File: config.mk
export PLATFORM = sky130hd
export DESIGN_NAME = data_memory_arbiter
export DESIGN_NICKNAME = d
export VERILOG_FILES = /design/src/rtl/data_memory_arbiter.sv
export SDC_FILE = /design/constraint.sdc
export NUM_CORES = 1
export LEC_CHECK = 0
export BUFFER_PORTS_ARGS = -buffer_cell sky130_fd_sc_hd__clkbuf_2
export CORE_AREA = 2 2 100 102
export CTS_BUF_LIST = sky130_fd_sc_hd__clkbuf_4
export DETAILED_ROUTE_END_ITERATION = 8
export DIE_AREA = 0 0 102 104
export PLACE_DENSITY_LB_ADDON = 0.12
export SLEW_MARGIN = 15
export SYNTH_ARGS = -nofsm -noshare
export SYNTH_HDL_FRONTEND = slang
export SYNTH_SLANG_ARGS = --single-unit
File: constraint.sdc
create_clock -name clock -period 7.1 [get_ports clock]
set_input_delay 0.71 -clock clock [delete_from_list [all_inputs] [get_ports clock]]
set_output_delay 0.71 -clock clock [all_outputs]
set_load 0.005 [all_outputs]
File: src/rtl/data_memory_arbiter.sv
// Round-robin arbiter that shares one single-port data memory between a core
// port (M0) and a loader/debug port (M1), one latched transaction at a time.

`ifndef ADDRESS_SIZE
`define ADDRESS_SIZE 16
`endif
`ifndef DATA_SIZE
`define DATA_SIZE 32
`endif

module data_memory_arbiter #(
    parameter int ADDRESS_WIDTH = `ADDRESS_SIZE,
    parameter int DATA_WIDTH    = `DATA_SIZE,
    parameter int DEPTH         = 256,
    parameter int READ_LATENCY  = 1
) (
    input  logic                     clock,
    input  logic                     reset,
    input  logic                     m0_req,
    input  logic                     m0_write,
    input  logic [ADDRESS_WIDTH-1:0] m0_address,
    input  logic [DATA_WIDTH-1:0]    m0_wdata,
    output logic                     m0_ready,
    output logic [DATA_WIDTH-1:0]    m0_rdata,
    input  logic                     m1_req,
    input  logic                     m1_write,
    input  logic [ADDRESS_WIDTH-1:0] m1_address,
    input  logic [DATA_WIDTH-1:0]    m1_wdata,
    output logic                     m1_ready,
    output logic [DATA_WIDTH-1:0]    m1_rdata,
    output logic                     error,
    output logic [1:0]               grant,
    output logic                     read,
    output logic                     write,
    output logic [ADDRESS_WIDTH-1:0] address,
    output logic [DATA_WIDTH-1:0]    data_in,
    input  logic [DATA_WIDTH-1:0]    data_out,
    output logic [2:0]               state_dbg
);

    // Handshake: a requester raises mX_req with its op and holds it; the
    // transaction is latched on selection and mX_ready pulses for exactly one
    // cycle when it completes. Dropping req early never aborts a transaction.

    typedef enum logic [2:0] {
        S_IDLE  = 3'd0,
        S_ISSUE = 3'd1,
        S_WAIT  = 3'd2,
        S_DONE  = 3'd3
    } state_t;

    localparam logic [ADDRESS_WIDTH:0] DEPTH_W = (ADDRESS_WIDTH + 1)'(DEPTH);
    localparam logic [2:0]             WAIT_LOAD = 3'(READ_LATENCY - 1);

    state_t                   state_q, state_d;
    logic                     last_grant_q;   // 1 = M1 was granted last
    logic [1:0]               grant_q;
    logic                     op_write_q;
    logic [ADDRESS_WIDTH-1:0] addr_q;
    logic [DATA_WIDTH-1:0]    wdata_q;
    logic [DATA_WIDTH-1:0]    rdata_q;
    logic                     err_q;
    logic [2:0]               wait_cnt_q;

    logic sel_m0, sel_m1, in_range;

    // On a tie the master that was not granted last wins.
    assign sel_m0   = m0_req && (!m1_req || last_grant_q);
    assign sel_m1   = m1_req && (!m0_req || !last_grant_q);
    assign in_range = {1'b0, addr_q} < DEPTH_W;

    always_ff @(posedge clock or posedge reset) begin
        if (reset) state_q <= S_IDLE;
        else       state_q <= state_d;
    end

    always_comb begin
        state_d = state_q;
        case (state_q)
            S_IDLE:  if (sel_m0 || sel_m1) state_d = S_ISSUE;
            S_ISSUE: state_d = (op_write_q || !in_range) ? S_DONE : S_WAIT;
            S_WAIT:  if (wait_cnt_q == 3'd0) state_d = S_DONE;
            S_DONE:  state_d = S_IDLE;
            default: state_d = S_IDLE;
        endcase
    end

    always_ff @(posedge clock or posedge reset) begin
        if (reset) begin
            last_grant_q <= 1'b1;
            grant_q      <= 2'b00;
            op_write_q   <= 1'b0;
            addr_q       <= '0;
            wdata_q      <= '0;
            rdata_q      <= '0;
            err_q        <= 1'b0;
            wait_cnt_q   <= 3'd0;
        end else begin
            case (state_q)
                S_IDLE: begin
                    if (sel_m0 || sel_m1) begin
                        grant_q      <= sel_m1 ? 2'b10 : 2'b01;
                        last_grant_q <= sel_m1;
                        op_write_q   <= sel_m1 ? m1_write   : m0_write;
                        addr_q       <= sel_m1 ? m1_address : m0_address;
                        wdata_q      <= sel_m1 ? m1_wdata   : m0_wdata;
                        rdata_q      <= '0;
                        err_q        <= 1'b0;
                    end
                end
                S_ISSUE: begin
                    err_q      <= !in_range;
                    wait_cnt_q <= WAIT_LOAD;
                end
                S_WAIT: begin
                    if (wait_cnt_q == 3'd0) rdata_q <= data_out;
                    else                    wait_cnt_q <= wait_cnt_q - 3'd1;
                end
                S_DONE: begin
                    grant_q <= 2'b00;
                    err_q   <= 1'b0;
                end
                default: ;
            endcase
        end
    end

    // Strobes are decoded from state so a reset drops them immediately.
    always_comb begin
        read     = (state_q == S_ISSUE) && !op_write_q && in_range;
        write    = (state_q == S_ISSUE) &&  op_write_q && in_range;
        address  = addr_q;
        data_in  = wdata_q;
        grant    = grant_q;
        m0_ready = (state_q == S_DONE) && grant_q[0];
        m1_ready = (state_q == S_DONE) && grant_q[1];
        m0_rdata = m0_ready ? rdata_q : '0;
        m1_rdata = m1_ready ? rdata_q : '0;
        error    = (state_q == S_DONE) && err_q;
        state_dbg = state_q;
    end

endmodule
==> flow_summary.json <==
{
  "status": "complete, no violations",
  "fp.dieH_um": 104,
  "antenna_violations_before_repair": 0,
  "syn_nets": 573,
  "critical_path.startpoint": "state_dbg[0]",
  "placementRows": 36,
  "worstMarginPinSlew_ns": 1.137,
  "finalCritPeriodShare_pct": 42.84,
  "power.density_cell_area_nw_per_um2": 364.7,
  "tot_gr_track_use_pct": 21.91,
  "synth.lib_cells_used.distinct": 34,
  "clkSinkCount": 90,
  "syn_inst": 433,
  "maxSlewViolCount": 0,
  "worst_skew_pair.late_latency_ns": 0.42,
  "grt_overflow_total": 0,
  "setup_viol": 0,
  "cp.required_ns": 6.39,
  "die_width_um": 102,
  "hold_fix_buffers_cts": 0,
  "drt_iter0_markers": 132,
  "die_area_um2": 10610,
  "crit_type": "flop to primary output",
  "max-slew-margin-rel_pct": 24.19,
  "ys_seq_area_share_pct": 53.41,
  "syn_to_final_growth_pct": 33.75,
  "layout_commonest_cell": "sky130_fd_sc_hd__clkbuf_2",
  "post_synth_instance_area_um2": 4219,
  "clk_path_buf_depth": 2,
  "clk_transition_reported_paths_ns": 0.14,
  "share_of_the_synthesized_netlist_area_taken_by_xor_and_xnor_gates_pct": 0,
  "cts.root.buffer_cell": "sky130_fd_sc_hd__clkbuf_4",
  "grt_max_degree": 50,
  "io_buffer_count": 254,
  "rsz0062_at_grt": "no",
  "htreeDepth": 3,
  "antenna_cells_inserted": 0,
  "totalWireLength_mm": 11.72,
  "min_period_ns": 3.041,
  "numCtsBuffers": 9,
  "vias_in_the_first_global_route": 3840,
  "fillers": 919,
  "ys_async_sr_fraction_pct": 100.0,
  "largest_family_of_logic_cells_by_synthesized_area": "simple AND/OR/NAND/NOR gates",
  "critical_path_peak_fanout": 40,
  "cts_tree": "built",
  "post_synth_edffs": 0,
  "vdd_ir_drop_max_mv": 0.1879,
  "critical_path.startpoint_type": "flop",
  "worst-endpoint-arrival_ns": 2.33,
  "overall_via_count_from_detail_route": 4076,
  "yosys_register_bits": 90,
  "grt_pass1_wl_mm": 18.61,
  "postLayoutCoreUtil_pct": 59.09,
  "mostFrequentLayoutCells": "254 x sky130_fd_sc_hd__clkbuf_2, 89 x sky130_fd_sc_hd__dfrtp_1, 68 x sky130_fd_sc_hd__nor2_1",
  "fin_nets": 803,
  "ios": 256,
  "total_power_mw": 2.058,
  "placeableCoreArea_um2": 9549,
  "post_synth.cell_area_avg_um2": 9.744,
  "detail_route.drc_violations": 0,
  "routed_wire_length_per_instance_um": 14.63,
  "avgViaCountPerCell": 5.089,
  "holdCritPathClass": "primary input to asynchronous set/reset pin",
  "power.static_leakage_nw": 3.254,
  "yosys_warnings": 0,
  "ys_dominant_reg_cell": "sky130_fd_sc_hd__dfrtp_1",
  "yosys.area_share.adder_pct": 1.779,
  "totalNegativeSetupSlack_ns": 0,
  "drive_gt1_share_pct": 42.37,
  "detailedPlacementHpwl_mm": 8.506,
  "cts.repair_timing.setup_buffer_count": 0,
  "final.setup_skew_ns": 0.01412,
  "hold-worst-slack_ns": 0.3390,
  "ctsResizeCount": 0,
  "max_cap_violations": 0,
  "achievable-frequency_ghz": 0.3288,
  "synth.mux.area_fraction_pct": 0.5042,
  "synthesized_area_fraction_occupied_by_ao_oa_aoi_and_oai_cells_pct": 17.41,
  "critical_path.reg2reg.startpoint": "state_dbg[0]",
  "initial_core_utilization_pct": 44.18,
  "synth_simple_gate_area_share_pct": 21.50,
  "endpoint_kind": "primary output",
  "hold_violations": 0,
  "dr.pass1.iters": 6,
  "detail-route-antenna-nets": 0,
  "routabilityCongestion": 0.7509
}
## registers in the layout, summed over array words and instances, names as in the netlist
name	count
data_in	32
rdata_q	32
state_dbg	2
last_grant_q	1
grant	2
address	16
op_write_q	1
wait_cnt_q	3
err_q	1
## per-stage QoR
stage | setup slack, ns | cell area [µm²] | std cells
after floorplan | 4.056 | 4219 | 433
after global placement | 4.537 | 5490 | 785
after detailed placement | 4.440 | 5490 | 785
after CTS | 4.035 | 5633 | 801
after global routing | 3.827 | 5643 | 801
final | 4.059 | 5643 | 801
## cell usage after synthesis (2+ instances only)
library cell	number	area share (%)
sky130_fd_sc_hd__a21oi_1	2	0.24
sky130_fd_sc_hd__a21oi_2	2	0.42
sky130_fd_sc_hd__a22o_1	33	6.9
sky130_fd_sc_hd__a22oi_1	17	3.0
sky130_fd_sc_hd__and2_1	4	0.59
sky130_fd_sc_hd__and3_1	66	9.8
sky130_fd_sc_hd__buf_1	4	0.36
sky130_fd_sc_hd__buf_2	8	0.95
sky130_fd_sc_hd__buf_6	5	1.3
sky130_fd_sc_hd__clkbuf_1	20	1.8
sky130_fd_sc_hd__dfrtp_1	89	53
sky130_fd_sc_hd__ha_1	6	1.8
sky130_fd_sc_hd__inv_1	8	0.71
sky130_fd_sc_hd__nand2_1	42	3.7
sky130_fd_sc_hd__nor2_1	68	6.0
sky130_fd_sc_hd__o21ai_0	8	0.95
sky130_fd_sc_hd__o21ai_1	2	0.24
sky130_fd_sc_hd__o22ai_1	32	4.7
sky130_fd_sc_hd__or4_1	2	0.36
## report_power, final
part / internal (mW) / switching, mW
Clock: 0.112 / 0.174
Combinational: 0.377 / 0.487
Sequential: 0.739 / 0.169
## cell families (layout without fill, tap and decap cells)
kind of cell / count (synthesis) / count (layout)
compound gates: 101 / 101
fa+ha+maj: 6 / 6
buf+inv: 46 / 281
flops: 90 / 90
mux: 2 / 2
other cells: 1 / 1
simple gates: 187 / 187
## cell type report
| class | instances | area, µm² | share of cell area [%] |
|---|---|---|---|
| clock inverters | 6 | 67.56 | 1.197 |
| multi-input cells | 297 | 1755 | 31.11 |
| well taps | 133 | 166.4 | 2.949 |
| clock buffers | 10 | 75.07 | 1.330 |
| flip-flops and latches | 90 | 2253 | 39.93 |
| repair buffers | 257 | 1294 | 22.93 |
| inverters | 8 | 31.28 | 0.5543 |
## worst paths after layout
path / cells past startpoint / slack, ns / to
max in group asynchronous: 3 / 5.68 / wait_cnt_q[2]
setup / recovery: 4 / 4.06 / m0_rdata[2]
setup reg to reg: 6 / 4.75 / data_in[19]
hold reg to reg: 2 / 0.49 / data_in[12]
min in group clock: 2 / 0.49 / rdata_q[6]
hold / removal: 2 / 0.34 / data_in[18]
## worst max-delay path: stages, from the launching register on
cell	delay [ns]
sky130_fd_sc_hd__dfrtp_1	0.45
sky130_fd_sc_hd__ha_1	0.71
sky130_fd_sc_hd__buf_4	0.42
sky130_fd_sc_hd__and3_1	0.21
sky130_fd_sc_hd__clkbuf_2	0.12
## routing by layer
metal	track usage [%]	up-vias	share of wire, %
met4	7.429	0	1.6
li1	-	1987	-
met5	0	-	0
met2	36.04	168	49
met3	4.704	14	7.6
met1	28.52	1907	42
Note: power is estimated with default switching activity, not from simulation.
